<file path="src/rtl/mips_fetch_pkg.sv">
// Shared fetch-path defaults and the issue-source decode used by instruction_fetch.
// Instruction memory and decode import the same package so address widths agree.
package mips_fetch_pkg;

  localparam int          ADDR_W_DEF   = 32;
  localparam logic [31:0] RESET_PC_DEF = 32'h0000_0000;
  localparam int          ADDR_INC_DEF = 1;

  // Source of the address presented to memory this cycle, highest priority first.
  typedef enum logic [1:0] {
    SEL_REDIRECT = 2'd0,
    SEL_ISSUE    = 2'd1,
    SEL_IDLE     = 2'd2,
    SEL_STALL    = 2'd3
  } fetch_sel_e;

endpackage

</file>
<file path="src/rtl/fetch_perf_ctr.sv">
// Transfer and stall event counters for the fetch stage; both wrap modulo 2^32.
// Instantiated by instruction_fetch only when FETCH_PERF_EN is defined.
module fetch_perf_ctr (
  input  logic        clk,
  input  logic        rst_n,
  input  logic        xfer_i,
  input  logic        stall_i,
  output logic [31:0] perf_fetched_o,
  output logic [31:0] perf_stall_o
);

  logic [31:0] fetched_q, fetched_d;
  logic [31:0] stall_q, stall_d;

  always_comb begin
    fetched_d = fetched_q + {31'd0, xfer_i};
    stall_d   = stall_q + {31'd0, stall_i};
  end

  always_ff @(posedge clk or negedge rst_n) begin
    if (!rst_n) begin
      fetched_q <= 32'd0;
      stall_q   <= 32'd0;
    end else begin
      fetched_q <= fetched_d;
      stall_q   <= stall_d;
    end
  end

  assign perf_fetched_o = fetched_q;
  assign perf_stall_o   = stall_q;

endmodule

</file>
<file path="src/rtl/instruction_fetch.sv">
// Fetch stage: owns the PC, drives instruction memory and hands {inst, pc} to decode.
// Optional FETCH_PERF_EN adds perf_fetched / perf_stall counter outputs.
module instruction_fetch
  import mips_fetch_pkg::*;
#(
  parameter int               ADDR_W   = ADDR_W_DEF,
  parameter logic [ADDR_W-1:0] RESET_PC = ADDR_W'(RESET_PC_DEF),
  parameter int               ADDR_INC = ADDR_INC_DEF
) (
  input  logic              clk,
  input  logic              rst_n,
  input  logic              fetch_en,
  output logic [ADDR_W-1:0] imem_addr,
  input  logic [31:0]       imem_rdata,
  output logic [31:0]       inst,
  output logic [ADDR_W-1:0] inst_pc,
  output logic              inst_valid,
  input  logic              inst_ready,
  input  logic              redirect_valid,
  input  logic [ADDR_W-1:0] redirect_pc
`ifdef FETCH_PERF_EN
  ,
  output logic [31:0]       perf_fetched,
  output logic [31:0]       perf_stall
`endif
);

  logic [ADDR_W-1:0] pc_q, pc_d;
  logic [ADDR_W-1:0] rsp_pc_q, rsp_pc_d;
  logic              rsp_valid_q, rsp_valid_d;
  logic              advance;
  fetch_sel_e        sel;

  function automatic logic [ADDR_W-1:0] pc_inc(input logic [ADDR_W-1:0] a);
    return a + ADDR_W'(ADDR_INC);
  endfunction

  assign advance = inst_ready | ~rsp_valid_q;

  always_comb begin
    sel = SEL_STALL;
    if (redirect_valid)            sel = SEL_REDIRECT;
    else if (advance && fetch_en)  sel = SEL_ISSUE;
    else if (advance)              sel = SEL_IDLE;
  end

  // Stall and idle re-read rsp_pc_q so imem_rdata keeps showing the held word.
  always_comb begin
    imem_addr   = rsp_pc_q;
    pc_d        = pc_q;
    rsp_pc_d    = rsp_pc_q;
    rsp_valid_d = rsp_valid_q;
    case (sel)
      SEL_REDIRECT: begin
        imem_addr   = redirect_pc;
        rsp_pc_d    = redirect_pc;
        rsp_valid_d = 1'b1;
        pc_d        = pc_inc(redirect_pc);
      end
      SEL_ISSUE: begin
        imem_addr   = pc_q;
        rsp_pc_d    = pc_q;
        rsp_valid_d = 1'b1;
        pc_d        = pc_inc(pc_q);
      end
      SEL_IDLE:  rsp_valid_d = 1'b0;
      default:   ;
    endcase
  end

  always_ff @(posedge clk or negedge rst_n) begin
    if (!rst_n) begin
      pc_q        <= RESET_PC;
      rsp_pc_q    <= RESET_PC;
      rsp_valid_q <= 1'b0;
    end else begin
      pc_q        <= pc_d;
      rsp_pc_q    <= rsp_pc_d;
      rsp_valid_q <= rsp_valid_d;
    end
  end

  // A redirect squashes the word on imem_rdata in the same cycle.
  assign inst       = imem_rdata;
  assign inst_pc    = rsp_pc_q;
  assign inst_valid = rsp_valid_q & ~redirect_valid;

`ifdef FETCH_PERF_EN
  fetch_perf_ctr u_perf (
    .clk            (clk),
    .rst_n          (rst_n),
    .xfer_i         (inst_valid & inst_ready),
    .stall_i        (rsp_valid_q & ~inst_ready & ~redirect_valid),
    .perf_fetched_o (perf_fetched),
    .perf_stall_o   (perf_stall)
  );
`endif

endmodule

</file>
<file path="config.mk">
export PLATFORM = sky130hd
export DESIGN_NAME = instruction_fetch
export DESIGN_NICKNAME = d
export VERILOG_FILES = /design/src/rtl/mips_fetch_pkg.sv /design/src/rtl/fetch_perf_ctr.sv /design/src/rtl/instruction_fetch.sv
export SDC_FILE = /design/constraint.sdc
export NUM_CORES = 1
export LEC_CHECK = 0
export CAP_MARGIN = 30
export CORE_MARGIN = 5
export CORE_UTILIZATION = 40
export CTS_CLUSTER_DIAMETER = 60
export DETAILED_ROUTE_END_ITERATION = 12
export DONT_BUFFER_PORTS = 1
export GPL_TIMING_DRIVEN = 0
export PLACE_DENSITY = 0.58
export REMOVE_ABC_BUFFERS = 1
export SLEW_MARGIN = 30
export SYNTH_ARGS = -nofsm -noshare
export SYNTH_HDL_FRONTEND = slang
export SYNTH_SLANG_ARGS = --single-unit
</file>
<file path="constraint.sdc">
create_clock -name clk -period 3.4 [get_ports clk]
set_input_delay 0 -clock clk [delete_from_list [all_inputs] [get_ports clk]]
set_output_delay 0 -clock clk [all_outputs]
set_load 0.02 [all_outputs]
</file>
==> results of run 1 <==
## repair_timing
action                                 CTS  global route
setup buffers                            0             0
setup endpoints to repair                9            13
endpoints found under the hold margin   97             0
hold buffers                            41             0
gates resized for setup                  2             4
pin swaps                                0             1
## cell type report
type / instances / area, sq um / share of cell area
Clock buffer: 12 / 256 / 0.0490
Clock inverter: 3 / 40.0 / 0.00765
Inverter: 7 / 26.3 / 0.00502
Multi-Input combinational cell: 407 / 2640 / 0.504
Sequential cell: 65 / 1630 / 0.311
Tap cell: 143 / 179 / 0.0342
Timing Repair Buffer: 43 / 470 / 0.0898
## synthesized netlist by cell type (3+ instances only)
master,instances
nand2_1,72
dfrtp_1,65
mux2i_1,48
o21ai_0,43
nor2_1,40
buf_4,32
xnor2_1,23
a21oi_1,18
nand4_1,18
nand3_1,17
clkbuf_1,14
xor2_1,14
a31oi_1,11
and3_1,10
nor3_1,9
inv_1,7
and2_1,6
clkbuf_8,6
a211oi_1,5
buf_1,5
buf_6,5
nand2b_1,4
nor2b_1,4
a221oi_1,3
and3_2,3
buf_2,3
nor4_1,3
o22a_1,3
## metal layers
layer  GRT usage  vias up  share of wire  wire, microns
met2       0.328      178           0.44           6850
met4      0.0731        2          0.017            257
met5      0.0417        -         0.0029             45
met3      0.0903       24          0.099           1530
met1       0.287     2049           0.44           6730
li1            -     1892              -              -
## power groups by stage
stage / combinational (mW) / sequential [mW] / clock, mW
2_1_floorplan: 0.298 / 0.993 / 0
3_3_place_gp: 0.345 / 1.03 / 0
3_5_place_dp: 0.359 / 1.03 / 0
4_1_cts: 0.440 / 1.02 / 0.980
5_1_grt: 0.485 / 1.03 / 1.02
6_report: 0.442 / 1.02 / 0.956
## how the worst min path moves through the flow
stage	startpoint	endpoint	slack, ns	cells past startpoint
global placement	rst_n	inst_pc[13]	-0.29	0
global route	imem_rdata[11]	inst[11]	0.0001	0
CTS	imem_rdata[13]	inst[13]	0.0001	0
finish	imem_rdata[11]	inst[11]	0.0001	0
detailed placement	rst_n	inst_pc[13]	-0.29	0
floorplan	rst_n	inst_pc[0]	-0.30	0
## flip-flops by register name (all words and copies together), names as in the netlist
register	cells
rsp_valid_q	1
pc_q	32
inst_pc	32
## logic make-up after synthesis
kind of cell	after synthesis	share of synthesized area
buffers and inverters	72	0.104
XOR/XNOR	37	0.0687
AND/OR/NAND/NOR	205	0.214
flip-flops	65	0.345
multiplexers	50	0.107
adder cells (fa/ha/maj)	1	0.00265
AO/OA/AOI/OAI	114	0.159
## metrics by stage
step	instances	utilization	worst slack, ns	power (mW)
floorplan	479	-	-0.156	1.29
global placement	622	0.385	-1.18	1.37
detailed placement	624	0.389	-0.433	1.39
CTS	680	0.453	0.0340	2.44
global route	680	0.455	0.0201	2.54
finish	680	0.455	0.224	2.42
==> results.tsv, run 1 <==
metric	value	unit
crit_cells	8	
ys_types	69	
avgSynthCellArea	8.68	sq um
cts_tree	done	
path_max_fanout	10	
num_io_pins	166	
firstDrtPassIters	5	
fmax	0.315	GHz
ir_worst_vdd	0.000228	V
syn_inst	544	
layout.nets	603	
cts.sinks	65	
maxSlewViolCount	0	
crit_start	rsp_valid_q	
fin_hold_ws	0.000139	ns
ant_nets	0	
tightestPinTransition	0.888	ns
antenna_cells	0	
start_util	0.410	
hold_path.class	in -> out	
async_reset_ff_frac	1.00	
design_area	5240	sq um
n_fill_cell	1097	
endpoint	pc_q[25]	
wl_per_cell	22.7	microns
drc	0	
cts_root_buffer	clkbuf_16	
r2r_end	pc_q[25]	
cts_buffers	9	
drv_cap	0	
synth_top_area_cell	dfrtp_1	
num_rows	39	
power_switching_share	0.320	
yosysTopAreaCellShare	0.345	
post-route-min-period	3.18	ns
synth-edff-count	0	
crit_path_start_kind	register	
power_leakage	2.15	nW
portBuffers	0	
hold_violations	0	
worstPathCellList	nor2b_2, o21ai_0, a222oi_1, nand4b_1, nor2_1, xnor2_1, mux2i_1, dlygate4sd3_1	
p_seq_frac	0.421	
ff2ff_setup_slack	0.22	ns
status	finished clean	
vias	4145	
critical_path.top_delay_family	compound AO/OA/AOI/OAI gates	
final_cell_mix	nand2_1 (71), dfrtp_1 (65), mux2i_1 (48)	
fin_skew	0.00587	ns
power_switching	774	uW
timing.setup.tns	0	ns
synth_flop_cell	dfrtp_1	
gr-total-overflow	0	
die_y	119	microns
drtIter0Drc	345	
finalCritPeriodShare	0.934	
globalplace.congestion	0.788	
coreArea	11500	sq um
critPathBufInv	1	
pwr-share-clk	0.396	
cts.clk_slew.worst_paths	0.06	ns
area_growth	10.9	%
p_comb_frac	0.183	
cp_slowest_cell	a222oi_1	
ys_ff_latch	65	
synth_area_leaders	dfrtp_1 (34%), mux2i_1 (10%), nand2_1 (5.7%), buf_4 (5.1%), o21ai_0 (4.6%)	
final_common_cell	nand2_1	
grt_pass1_wl	24400	microns
crit_path_end_kind	register	
seq_area_frac_synth	0.345	
dpl.hpwl	9990	microns
p_per_area	461	nW/um^2
yosys_warnings	0	
rr_startpoint	rsp_valid_q	
die_w	119	microns
htree_levels	3	
critical_path_arrival	3.40	ns
drive_above_1_share	0.0764	
cp.required	3.63	ns
r2r.worst_path.cells	8	
clkLatencyLatePin	0.34	ns
crit_type	reg -> reg	
dieArea	14100	sq um
track_usage	0.220	
grt_antenna_before_repair	0	
rsz0062_at_grt	false	
viasPerCell	6.10	
drt-total-wl	15400	microns
netlist_area	4720	sq um
post_dp_cell_area	4480	sq um
setup_violations	0	
p_int	1.64	mW
grt_max_degree	69	
cp_slowest_stage_delay	0.75	ns
clk_path_buf_depth	2	
max_slew_margin	0.402	
grt_pass1_vias	4186	
(Power assumes the default switching activity.)
==> inputs of run 2 (changes only) <==
--- a/config.mk
+++ b/config.mk
@@ -5,6 +5,7 @@
 export SDC_FILE = /design/constraint.sdc
 export NUM_CORES = 1
 export LEC_CHECK = 0
+export ABC_AREA = 1
 export CAP_MARGIN = 30
 export CORE_MARGIN = 5
 export CORE_UTILIZATION = 40
==> run 2 against run 1 <==
Compared with the run above:
- worst setup slack improved by 0.21 ns
- count of clock-buffer cells in the layout increased by 2
- power decreased by 13%
- combinational power decreased by 6.6%
- register-to-register slack improved by 0.32 ns
- maximum frequency increased by 7.2%
- non-clock buffer count decreased by 7
- utilization decreased by 1.1 points
- via count decreased by 8.6%
- synthesized cell count increased by 10%
- die area decreased by 8.2%
==> results.tsv, run 2 <==
metric	value	unit
status	finished clean	
grt_pass1_wl	20600	microns
crit_path_end_kind	output port	
worstPathCellList	nand2_4, nand2_1, nand2_2, inv_4, o21ai_0	
n_fill_cell	1095	
dpl.hpwl	8800	microns
post_dp_cell_area	4020	sq um
fin_skew	0.00862	ns
antenna_cells	0	
power_switching_share	0.338	
hold_violations	0	
cts.clk_slew.worst_paths	0.07	ns
rsz0062_at_grt	false	
cts_setup_buffers	0	
synth_top_area_cell	dfrtp_1	
cts_tree	done	
worstHoldPathCells	0	
syn_inst	600	
crit_path_start_kind	register	
avgSynthCellArea	7.16	sq um
fin_util	0.443	
gr-total-overflow	0	
finalCritPeriodShare	0.871	
ff2ff_setup_slack	0.54	ns
portBuffers	0	
die_y	114	microns
num_rows	37	
design_area	4620	sq um
clkLatencyLatePin	0.35	ns
die_w	114	microns
seq_area_frac_synth	0.378	
drc	0	
netlist_area	4300	sq um
start_util	0.413	
drt-total-wl	12800	microns
area_growth	7.42	%
p_total	2.09	mW
path_max_fanout	65	
drv_cap	0	
num_io_pins	166	
r2r_end	pc_q[16]	
max_slew_margin	0.510	
rr_startpoint	rsp_valid_q	
r2r.worst_path.cells	14	
htree_levels	3	
synth_flop_cell	dfrtp_1	
ir_worst_vdd	0.000185	V
ys_ff_latch	65	
fmax	0.338	GHz
final_common_cell	nand2_1	
p_int	1.39	mW
cts_root_buffer	clkbuf_8	
vias	3789	
pwr-share-clk	0.336	
drtIter0Drc	155	
drive_above_1_share	0.103	
dieArea	12900	sq um
p_seq_frac	0.466	
coreArea	10400	sq um
tightestPinTransition	0.728	ns
cp_slowest_cell	o21ai_0	
crit_type	reg -> out	
p_per_area	453	nW/um^2
cp_slowest_stage_delay	0.72	ns
track_usage	0.204	
firstDrtPassIters	4	
setup_violations	0	
min_to	inst[28]	
synthTopCellsByCount	nand2_1 (246), dfrtp_1 (65), nand3_1 (58), inv_1 (35), nor2_1 (35)	
power_leakage	2.25	nW
cp.required	3.40	ns
clk_path_buf_depth	2	
async_reset_ff_frac	1.00	
post-route-min-period	2.96	ns
power_switching	707	uW
synth-edff-count	0	
grt_max_degree	66	
yosysMostFrequentCell	nand2_1	
hold_path.class	in -> out	
p_comb_frac	0.198	
yosysTopAreaCellShare	0.378	
cts.sinks	65	
layout.nets	659	
min_from	imem_rdata[28]	
viasPerCell	5.19	
wl_per_cell	17.6	microns
maxSlewViolCount	0	
cts_buffers	9	
critical_path_arrival	2.96	ns
yosys_warnings	0	
grt_antenna_before_repair	0	
ant_nets	0	
fin_hold_ws	0.000136	ns
ys_types	30	
final_cell_mix	nand2_1 (245), dfrtp_1 (65), nand3_1 (58)	
globalplace.congestion	0.853	
synth_area_leaders	dfrtp_1 (38%), nand2_1 (21%), nand3_1 (6.8%), buf_4 (5.9%), nand4_1 (3.9%)	
grt_pass1_vias	3797	
[run 2: changes by cell type after synthesis, moves of 10 or more]
cell      previous run  this run
clkbuf_1            14         3
and3_1              10         0
a21oi_1             18         0
o21ai_0             43         7
inv_1                7        35
nor2_2               0        13
xnor2_1             23         1
mux2i_1             48         0
nand2_1             72       246
nand3_1             17        58
nand2_2              0        18
[run 2: area by class of cell]
type | count | area (sq um) | area share
Timing Repair Buffer | 36 | 388 | 0.0840
Tap cell | 136 | 170 | 0.0369
Clock inverter | 2 | 35.0 | 0.00759
Inverter | 36 | 143 | 0.0309
Multi-Input combinational cell | 441 | 2080 | 0.451
Sequential cell | 65 | 1630 | 0.352
Clock buffer | 14 | 173 | 0.0374
[run 2: cells by family (layout without fill, tap and decap cells)]
kind of cell | count (synthesis) | after routing | share of synthesized area
buffers and inverters | 94 | 88 | 0.139
DFF | 65 | 65 | 0.378
adders and majority gates | 1 | 1 | 0.00291
AOI/OAI and AO/OA | 20 | 20 | 0.0294
xor gates and xnor gates | 6 | 6 | 0.0122
and+or+nand+nor | 414 | 414 | 0.438
[run 2: through the flow]
step | cells | worst slack, ns | setup TNS (ns)
after floorplan | 542 | 0.279 | 0
after detailed placement | 678 | 0.143 | 0
after global placement | 678 | -1.25 | -55.01
after global routing | 730 | 0.199 | 0
final | 730 | 0.437 | 0
after CTS | 730 | 0.123 | 0
[run 2: per-layer routing]
layer | share of wire | wire [microns] | track usage
met2 | 0.42 | 5430 | 0.284
met3 | 0.091 | 1160 | 0.0801
met5 | 0 | 0 | 0.0196
met1 | 0.47 | 6000 | 0.278
met4 | 0.018 | 236 | 0.0833
[run 2: what timing repair did]
item | 4_1_cts | 5_1_grt
setup endpoints to repair | 0 | 11
gates resized for setup | 0 | 1
endpoints found under the hold margin | 110 | 0
hold buffers | 36 | 0
[run 2: how the worst max path moves through the flow]
stage / start / end / slack, ns / depth (start not counted)
detailed placement: rsp_valid_q / pc_q[16] / 0.14 / 14
global placement: rsp_valid_q / inst_pc[0] / -1.25 / 5
CTS: rsp_valid_q / pc_q[16] / 0.12 / 14
floorplan: rsp_valid_q / inst_pc[0] / 0.28 / 5
global route: rsp_valid_q / pc_q[16] / 0.20 / 14
finish: rsp_valid_q / imem_addr[0] / 0.44 / 5
[run 2: power by group through the flow]
stage / clock network [mW] / registers, mW / logic, mW
4_1_cts: 0.731 / 0.976 / 0.421
2_1_floorplan: 0 / 0.974 / 0.289
3_3_place_gp: 0 / 0.988 / 0.352
3_5_place_dp: 0 / 0.991 / 0.356
5_1_grt: 0.768 / 0.987 / 0.468
6_report: 0.704 / 0.975 / 0.413
[run 2: critical path, delay by kind of cell, from the launching register on]
family                 cells  cell delay [ns]
flip-flops                 1             0.41
AND/OR/NAND/NOR            3             0.99
buffers and inverters      1             0.41
AO/OA/AOI/OAI              1             0.72
==> inputs of run 3 (changes only) <==
--- a/config.mk
+++ b/config.mk
@@ -8,12 +8,12 @@
 export ABC_AREA = 1
 export CAP_MARGIN = 30
 export CORE_MARGIN = 5
-export CORE_UTILIZATION = 40
+export CORE_UTILIZATION = 45
 export CTS_CLUSTER_DIAMETER = 60
 export DETAILED_ROUTE_END_ITERATION = 12
 export DONT_BUFFER_PORTS = 1
 export GPL_TIMING_DRIVEN = 0
-export PLACE_DENSITY = 0.58
+export PLACE_DENSITY = 0.64
 export REMOVE_ABC_BUFFERS = 1
 export SLEW_MARGIN = 30
 export SYNTH_ARGS = -nofsm -noshare
==> run 3 against run 2 <==
Compared with the run above:
- hold slack about the same
- clock power down 1%
- maximum frequency up 2.3%
- final cell count down 1.2%
- via count down 1.6%
- routed wire length down 6.5%
- first-iteration DRC count up 60%
- worst setup slack better by 0.067 ns
- flip-flop and latch count unchanged
- critical path type unchanged
- highest routed layer is now met5
==> results.tsv, run 3 (same netlist as run 2, synthesis figures left out) <==
metric	value	unit
dpl.hpwl	8220	microns
regArea	1630	sq um
hold_path.class	in -> out	
setup_violations	0	
p_comb_frac	0.195	
rsz0062_at_grt	false	
htree_levels	3	
cts_root_buffer	clkbuf_8	
critical_path.top_delay_family	simple AND/OR/NAND/NOR gates	
track_usage	0.215	
clk_path_buf_depth	2	
gr-total-overflow	0	
dieArea	11600	sq um
fin_hold_ws	0.0000436	ns
n_fill_cell	977	
vias	3730	
crit_path_start_kind	register	
power_switching	692	uW
drt-total-wl	12000	microns
hold_violations	0	
path_max_fanout	65	
cts.clk_slew.worst_paths	0.08	ns
clkLatencyLatePin	0.34	ns
area_growth	6.40	%
pwr-share-clk	0.335	
fin_skew	0.0124	ns
critical_path_arrival	2.90	ns
ir_worst_vdd	0.000165	V
drtIter0Drc	248	
design_area	4570	sq um
die_w	108	microns
post-place-ws	0.220	ns
cp_slowest_cell	o21ai_0	
status	finished clean	
cts_buffers	9	
layout.nets	657	
grt_pass1_wl	19600	microns
cts_tree	done	
drc	0	
start_util	0.463	
crit_path_end_kind	output port	
power_leakage	2.24	nW
tightestPinTransition	0.718	ns
timing.setup.tns	0	ns
multi_input_area	2080	sq um
final_common_cell	nand2_1	
wl_per_cell	16.6	microns
cp_slowest_stage_delay	0.70	ns
final_cell_mix	nand2_1 (245), dfrtp_1 (65), nand3_1 (58)	
cts.sinks	65	
coreArea	9280	sq um
post_dp_cell_area	4010	sq um
drv_cap	0	
worstPathCellList	nand2_4, nand2_1, nand2_2, inv_4, o21ai_0	
viasPerCell	5.17	
max_slew_margin	0.516	
critPathBufInv	1	
grt_antenna_before_repair	0	
num_io_pins	166	
firstDrtPassIters	5	
post-route-min-period	2.90	ns
drive_above_1_share	0.103	
grt_pass1_vias	3804	
maxSlewViolCount	0	
globalplace.congestion	0.908	
finalCritPeriodShare	0.852	
cp.required	3.40	ns
power_switching_share	0.334	
crit_type	reg -> out	
die_y	108	microns
antenna_cells	0	
num_rows	35	
grt_max_degree	66	
fmax	0.345	GHz
p_per_area	454	nW/um^2
ant_nets	0	
portBuffers	0	
p_seq_frac	0.470	
fin_ws	0.505	ns
p_int	1.38	mW
## run 3: cell count changes in the layout (fill, tap and decap cells not counted)
cell / before / now
dlygate4sd3_1: 34 / 32
buf_12: 1 / 0
buf_2: 0 / 1
## run 3: repair_timing
action | CTS | global route
hold endpoints to repair | 98 | 1
hold buffers | 33 | 1
endpoints found under the setup margin | 0 | 8
gates resized for setup | 0 | 1
buffers inserted | 0 | 0
## run 3: per-layer routing
layer,global-route usage,wire (microns)
met1,0.275,5360
met2,0.325,5280
met3,0.0918,1200
met4,0.0631,130
met5,0.0429,32
## run 3: area by class of cell
cell class	count	share of cell area
Sequential cell	65	0.356
Timing Repair Buffer	34	0.0772
Clock inverter	2	0.00766
Multi-Input combinational cell	441	0.455
Tap cell	129	0.0353
Inverter	36	0.0312
Clock buffer	14	0.0378
## run 3: power by group through the flow
| stage | registers, mW | clock network, mW | logic, mW |
|---|---|---|---|
| 6_report | 0.974 | 0.696 | 0.404 |
| 5_1_grt | 0.985 | 0.753 | 0.461 |
| 4_1_cts | 0.975 | 0.716 | 0.409 |
| 3_5_place_dp | 0.990 | 0 | 0.351 |
| 3_3_place_gp | 0.986 | 0 | 0.346 |
| 2_1_floorplan | 0.974 | 0 | 0.289 |
## run 3: stage by stage
step / utilization / total power [mW] / std cells
floorplan: - / 1.26 / 542
global placement: 0.431 / 1.33 / 671
detailed placement: 0.432 / 1.34 / 671
CTS: 0.492 / 2.10 / 720
global route: 0.493 / 2.20 / 721
finish: 0.493 / 2.07 / 721
## run 3: worst paths after layout
kind / from / end / slack (ns) / cells past startpoint
setup / recovery: rsp_valid_q / imem_addr[0] / 0.50 / 5
hold / removal: imem_rdata[19] / inst[19] / 0.00004 / 0
setup reg to reg: rsp_valid_q / pc_q[16] / 0.51 / 14
hold reg to reg: pc_q[29] / pc_q[29] / 0.48 / 2
max in group asynchronous: rst_n / pc_q[24] / 2.91 / 2
min in group asynchronous: rst_n / inst_pc[7] / 0.20 / 2
